File: src/rtl/sched_pkg.sv
// sched_pkg: shared task-id types, dispatcher states and one-hot helper
package sched_pkg;
  localparam int NTASK = 16;
  localparam int TID_W = $clog2(NTASK);
  typedef logic [TID_W-1:0] tid_t;
  typedef enum logic [1:0] {IDLE, LAUNCH, RUN, SETTLE} disp_state_t;
  function automatic logic [NTASK-1:0] tid_onehot(input tid_t tid);
    return NTASK'(1) << tid;
  endfunction
endpackage

File: src/rtl/slice_timer.sv
// slice_timer: time-slice down-counter that reloads instead of underflowing
module slice_timer #(
  parameter int SLICE_CYCLES = 1000
) (
  input  logic clk,
  input  logic rst,
  input  logic load,
  input  logic dec,
  output logic expired
);
  localparam int CW = $clog2(SLICE_CYCLES);
  localparam logic [CW-1:0] TOP = CW'(SLICE_CYCLES - 1);
  logic [CW-1:0] cnt;
  always_ff @(posedge clk) begin
    if (rst) cnt <= '0;
    else if (load || (dec && cnt == '0)) cnt <= TOP;
    else if (dec) cnt <= cnt - 1'b1;
  end
  assign expired = cnt == '0;
endmodule

File: src/rtl/task_dispatcher.sv
// task_dispatcher: pops the ready-queue head, hands it to the CPU and time-slices it
module task_dispatcher
  import sched_pkg::*;
#(
  parameter int SLICE_CYCLES = 1000
) (
  input  logic             clk,
  input  logic             rst,
  input  logic [TID_W-1:0] qhead_tid,
  input  logic             empty_flag,
  output logic [NTASK-1:0] dequeue,
  output logic [NTASK-1:0] enqueue,
  output logic [NTASK-1:0] que_blk,
  output logic [NTASK-1:0] remove,
  output logic             switch_req,
  output logic [TID_W-1:0] switch_tid,
  input  logic             switch_ack,
  input  logic             cpu_exit,
  input  logic             cpu_block,
  input  logic             cpu_yield,
  output logic             running_valid,
  output logic [TID_W-1:0] running_tid
);
  disp_state_t state;
  logic expired;
  slice_timer #(.SLICE_CYCLES(SLICE_CYCLES)) u_timer (
    .clk(clk),
    .rst(rst),
    .load(state == LAUNCH && switch_ack),
    .dec(state == RUN),
    .expired(expired)
  );
  always_ff @(posedge clk) begin
    if (rst) begin
      state <= IDLE;
      dequeue <= '0;
      enqueue <= '0;
      que_blk <= '0;
      remove <= '0;
      switch_req <= 1'b0;
      switch_tid <= '0;
      running_valid <= 1'b0;
      running_tid <= '0;
    end else begin
      dequeue <= '0;
      enqueue <= '0;
      que_blk <= '0;
      remove <= '0;
      case (state)
        IDLE: if (!empty_flag) begin
          switch_tid <= qhead_tid;
          dequeue <= tid_onehot(qhead_tid);
          switch_req <= 1'b1;
          state <= LAUNCH;
        end
        LAUNCH: if (switch_ack) begin
          switch_req <= 1'b0;
          running_valid <= 1'b1;
          running_tid <= switch_tid;
          state <= RUN;
        end
        // expiry on an empty queue falls through: the timer reloads and the task keeps running
        RUN: if (cpu_exit || cpu_block || cpu_yield || (expired && !empty_flag)) begin
          running_valid <= 1'b0;
          state <= SETTLE;
          if (cpu_exit) remove <= tid_onehot(running_tid);
          else if (cpu_block) que_blk <= tid_onehot(running_tid);
          else enqueue <= tid_onehot(running_tid);
        end
        default: state <= IDLE;
      endcase
    end
  end
endmodule

File: config.mk
export PLATFORM = sky130hd
export DESIGN_NAME = task_dispatcher
export DESIGN_NICKNAME = d
export VERILOG_FILES = /design/src/rtl/sched_pkg.sv /design/src/rtl/slice_timer.sv /design/src/rtl/task_dispatcher.sv
export SDC_FILE = /design/constraint.sdc
export NUM_CORES = 1
export LEC_CHECK = 0
export CORE_ASPECT_RATIO = 0.5
export CORE_MARGIN = 5
export CORE_UTILIZATION = 46
export DETAILED_ROUTE_END_ITERATION = 12
export GPL_TIMING_DRIVEN = 0
export PLACE_DENSITY = 0.75
export SLEW_MARGIN = 20
export SYNTH_ARGS = -nofsm -noshare
export SYNTH_HDL_FRONTEND = slang
export SYNTH_HIERARCHICAL = 1
export SYNTH_SLANG_ARGS = --single-unit
File: constraint.sdc
create_clock -name clk -period 2.4 [get_ports clk]
set_input_delay 0.24 -clock clk [delete_from_list [all_inputs] [get_ports clk]]
set_output_delay 0.24 -clock clk [all_outputs]
set_load 0.02 [all_outputs]
---- Word level (Yosys, flattened, before mapping) ----
Cells that the tools add are included.
operators by class
  add/sub/neg operators ................... 1
  equality and inequality tests ........... 5
  shift operators ......................... 2
  mux-type cells .......................... 12
  bitwise logic cells ..................... 6
  reduce and logical (&&, ||, !) cells .... 23
operators with widths
  operator                 number
  $shl A1 B4 Y16 const A   2
  $mux W10                 2
  $logic_not A10 Y1        1
  $reduce_or A5 Y1         2
  $sub A10 B1 Y10 const B  1
  $reduce_and A3 Y1        3
  $mux W2                  3
  $ne A2 B2 Y1 const B     3
  $not A1 Y1               6
  $pmux W2 S3              1
  $reduce_bool A2 Y1       3
  $logic_or A1 B1 Y1       4
  $mux W1                  4
  $pmux W1 S2              2
  $reduce_and A2 Y1        2
  $reduce_or A4 Y1         1
  $logic_and A1 B1 Y1      3
  $reduce_or A3 Y1         1
  $eq A2 B1 Y1 const B     1
  $eq A2 B2 Y1 const B     1
  $logic_not A2 Y1         1
  $reduce_or A2 Y1         1
  $logic_not A1 Y1         1
word-level totals
  register bits after elaboration ......... 86
  bits of input ports ..................... 11
  output and inout bits ................... 74
  logic and storage cells ................. 60

---- Depth between registers and ports, before layout ----
  depth after elaboration ................. 5
  depth in mapped cells ................... 9
  depth with buffers taken out ............ 7

---- Modules after synthesis ----
The synthesis kept the hierarchy.
by module, submodules not included
  module           instances  cells an instance  area an instance (um2)  seq. area each (um2)
  task_dispatcher  1          234                2,313.5                 1,521.5
  slice_timer      1          69                 586.8                   200.2

---- Worst setup path before layout ----
No wires, ideal clock.
  path kind ............................... register to register
  from .................................... register u_timer.cnt[0]
  to ...................................... register enqueue[10]
  library setup time ...................... 0.116 ns
  arrival ................................. 1.746 ns
  required time ........................... 2.284 ns
  path slack .............................. 0.538 ns
  cell stages (with the launch flop) ...... 10
  path buffers ............................ 2
  cell sequence ........................... dfxtp_1 -> inv_1 -> ha_1 -> clkbuf_1 -> nand3_1 -> inv_1 -> nor2b_1 -> o311ai_2 -> buf_2 -> nor2_1
on the way
  longest elaborated chain between the ends .. 5
ends and longest elaborated chain
  what                               line                   text
  start, declared                    slice_timer.sv:13      logic [CW-1:0] cnt;
  start signal, assigned             slice_timer.sv:17      else if (dec) cnt <= cnt - 1'b1;
  $logic_not A10 Y1                  slice_timer.sv:19      assign expired = cnt == '0;
  via expired                        task_dispatcher.sv:25  logic expired;
  $logic_and A1 B1 Y1                task_dispatcher.sv:63  RUN: if (cpu_exit || cpu_block || cpu_yield || (expired && !empty_flag)) begin
  $logic_or A1 B1 Y1                 task_dispatcher.sv:63
  $not A1 Y1 (no source line)        -
  $reduce_or A5 Y1 (no source line)  -
  end signal, assigned               task_dispatcher.sv:68  else enqueue <= tid_onehot(running_tid);
  end, declared                      task_dispatcher.sv:12  output logic [NTASK-1:0] enqueue,
The timed path passes the listed nets, and every way through them passes these cells.
A chain may end at the register's enable or synchronous reset.

---- Final worst setup path ----
  from .................................... register u_timer.cnt[0]
  to ...................................... register enqueue[4]
Same word-level chain as after synthesis.

==> reports/metrics.yaml <==
status: "finished, final reports clean"
drc: 0
clock.fmax_mhz: 458
switchingPower_mw: 1.27
grt_first_pass_wirelength_um: 11800
ant_nets: 0
sequentialPowerShare: 0.416
cts_resized: 0
grt_pass1_vias: 2379
crit_buf_inv: 4
clock_sinks: 86
p_int_mw: 2.82
num_antenna_cells: 0
grt.total_usage: 0.189
clk_root_buffer_cell: "clkbuf_16"
pwr-share-clk: 0.327
drtIter0Drc: 146
relSlewSlack: 0.674
slew_violations: 0
hold_buffers: 0
critPathTopFamily: "buffers and inverters"
antenna_found_initial: 0
syn2layout_area_growth_pct: 43.6
start_util: 0.477
hold_path_class: "reg -> reg"
rsz0062_at_grt: "false"
first_pass_iters: 5
post_drt_via_cell_ratio: 5.04
overflow: 0
clock_skew_ns: 0.00675
die_area_mm2: 0.00809
n_fill_cell: 480
finalNetCount: 413
vias: 2464
synth_most_common_cell: "dfxtp_1"
die_w_um: 122
htreeDepth: 3
synth_top_area_cell: "dfxtp_1"
syn-cell-area_mm2: 0.00290
routedWlPerCell_um: 14.8
syn-num-nets: 318
pwr-share-comb: 0.257
ys_async_sr_fraction: 0
gp_congestion: 0.860
grt_max_degree: 14
cellPowerDensity_mw_per_mm2: 982
clockBufferDepth: 2
die_h_um: 66.1
switching_share: 0.311
power_leakage_nw: 1.47
crit_chain: "inv_1 > ha_1 > clkbuf_1 > nand3_1 > inv_1 > nor2b_1 > o311ai_4 > buf_2 > nor2_1"
timing.setup.tns_ns: 0
cts_tree: "built"
clock_latency_ns: 0.33
clk_pin_slew_ns: 0.06
finalWirelength_um: 7230
finalHoldViolations: 0
row_count: 20
yosysSeqAreaShare: 0.594
maxCapViolCount: 0
min_period_over_period: 0.910
dp_slack_ns: 0.0329
synth-edff-count: 0
drive_gt1_frac: 0.0549
ir_drop_uv: 578
yosys_warnings: 6
max_stage_delay_ns: 0.44
period_needed_ns: 2.19
numCtsBuffers: 9
synth.top_cells.by_area: "dfxtp_1, nor2_1, nand2_1"
crit_path_start_kind: "flip-flop"
postSynthCellCount: 303
final_core_utilization: 0.685
core_area_mm2: 0.00608
critPathArrivalTime_ns: 2.40
synth_seq_cells: 86
path_class: "reg -> reg"
tightest_slew_ns: 0.486
setup_ws_ns: 0.215
cp.required_ns: 2.62
io_pins: 85
portBuffers: 84
post_cts_buffers: 0
cp_slowest_cell: "dfxtp_1"
synthFlopType: "dfxtp_1"
avgSynthCellArea_um2: 9.57
setup_viol: 0
post-synth-top-area-fraction: 0.594
dpl.hpwl_um: 5330
cp_common_cell: "inv_1"
crit_fanout: 10
yosysUniqueCellTypes: 43
critPathCaptureType: "flip-flop"
yosys-top-cells-count: "dfxtp_1, nor2_1, nand2_1"
==> worst min-delay path: stages, from the launching register on <==
cell,delay [ns]
dfxtp_1,0.32
nand3_1,0.07
a21oi_1,0.06
==> stage by stage <==
step                instance area, µm²  total power [mW]  std cells  hold slack (ns)
global route                      4170              4.31        489            0.515
detailed placement                3850              2.73        475            0.469
finish                            4170              4.09        489            0.496
CTS                               4140              4.07        489            0.493
floorplan                         2900              2.42        303            0.317
global placement                  3850              2.66        475            0.470
==> final cells by class <==
type	instances	area [µm²]	area share
buffer	14	55.1	0.0132
multi-input combinational	195	1120	0.269
timing repair buffer	84	841	0.202
clock inverter	3	46.3	0.0111
tap	88	110	0.0264
clock buffer	11	243	0.0583
sequential	86	1720	0.413
inverter	8	30.0	0.00721
==> path summary, 6_finish.rpt <==
check,startpoint,end,slack (ns),depth (start not counted)
max reg2reg,u_timer/cnt[0],enqueue[4],0.21,9
min reg2reg,switch_tid[1],running_tid[1],0.50,2
min,switch_tid[1],running_tid[1],0.50,2
max,u_timer/cnt[0],enqueue[4],0.21,9
==> cells in the final DEF, fill, tap and decap left out, types with 2 or more instances in the layout <==
cell type / netlist / layout
dfxtp_1: 86 / 86
nor4b_1: 2 / 2
nor3_1: 8 / 8
nand2b_1: 8 / 8
o31ai_1: 2 / 2
or4_1: 2 / 2
inv_1: 8 / 8
clkdlybuf4s50_1: 0 / 84
buf_2: 2 / 2
nor2_1: 66 / 66
a311oi_1: 3 / 3
nand3_1: 9 / 9
mux2i_1: 5 / 5
nand3b_1: 2 / 2
a21oi_1: 9 / 9
ha_1: 4 / 4
clkbuf_16: 0 / 9
a211oi_1: 3 / 3
o21ai_0: 2 / 2
nor2b_1: 9 / 9
nor4_1: 11 / 10
nand4_1: 2 / 2
or3_1: 2 / 2
o211ai_1: 2 / 2
nand2_1: 24 / 24
nor3b_1: 2 / 2
clkbuf_1: 12 / 13
==> registers in the layout (all words and copies together) (netlist names) <==
name and flops:
dequeue 16, enqueue 16, que_blk 16, remove 16, running_tid 4, running_valid 1
state 2, switch_req 1, switch_tid 4, u_timer/cnt 10
==> kinds of logic after synthesis <==
logic type      count (synthesis)  synth area share
compound gates                 29            0.0729
xor+xnor                        2           0.00604
fa+ha+maj                       4            0.0173
buf+inv                        22            0.0293
flops                          86             0.594
mux                             5            0.0173
simple gates                  155             0.264
==> power by group through the flow <==
stage / Clock, mW / Sequential, mW / Combinational, mW
global route: 1.43 / 1.72 / 1.16
finish: 1.34 / 1.70 / 1.05
detailed placement: 0 / 1.71 / 1.02
global placement: 0 / 1.70 / 0.959
floorplan: 0 / 1.73 / 0.691
CTS: 1.36 / 1.68 / 1.02
==> per-layer routing <==
layer / vias up / wire length, µm / track usage / share of wire
met4: 0 / 59 / 0.0683 / 0.0082
met5: - / 0 / 0 / 0
met2: 61 / 3860 / 0.350 / 0.53
li1: 1219 / - / - / -
met3: 6 / 346 / 0.0487 / 0.048
met1: 1178 / 2960 / 0.212 / 0.41
Power figures use the tool's default switching activity.
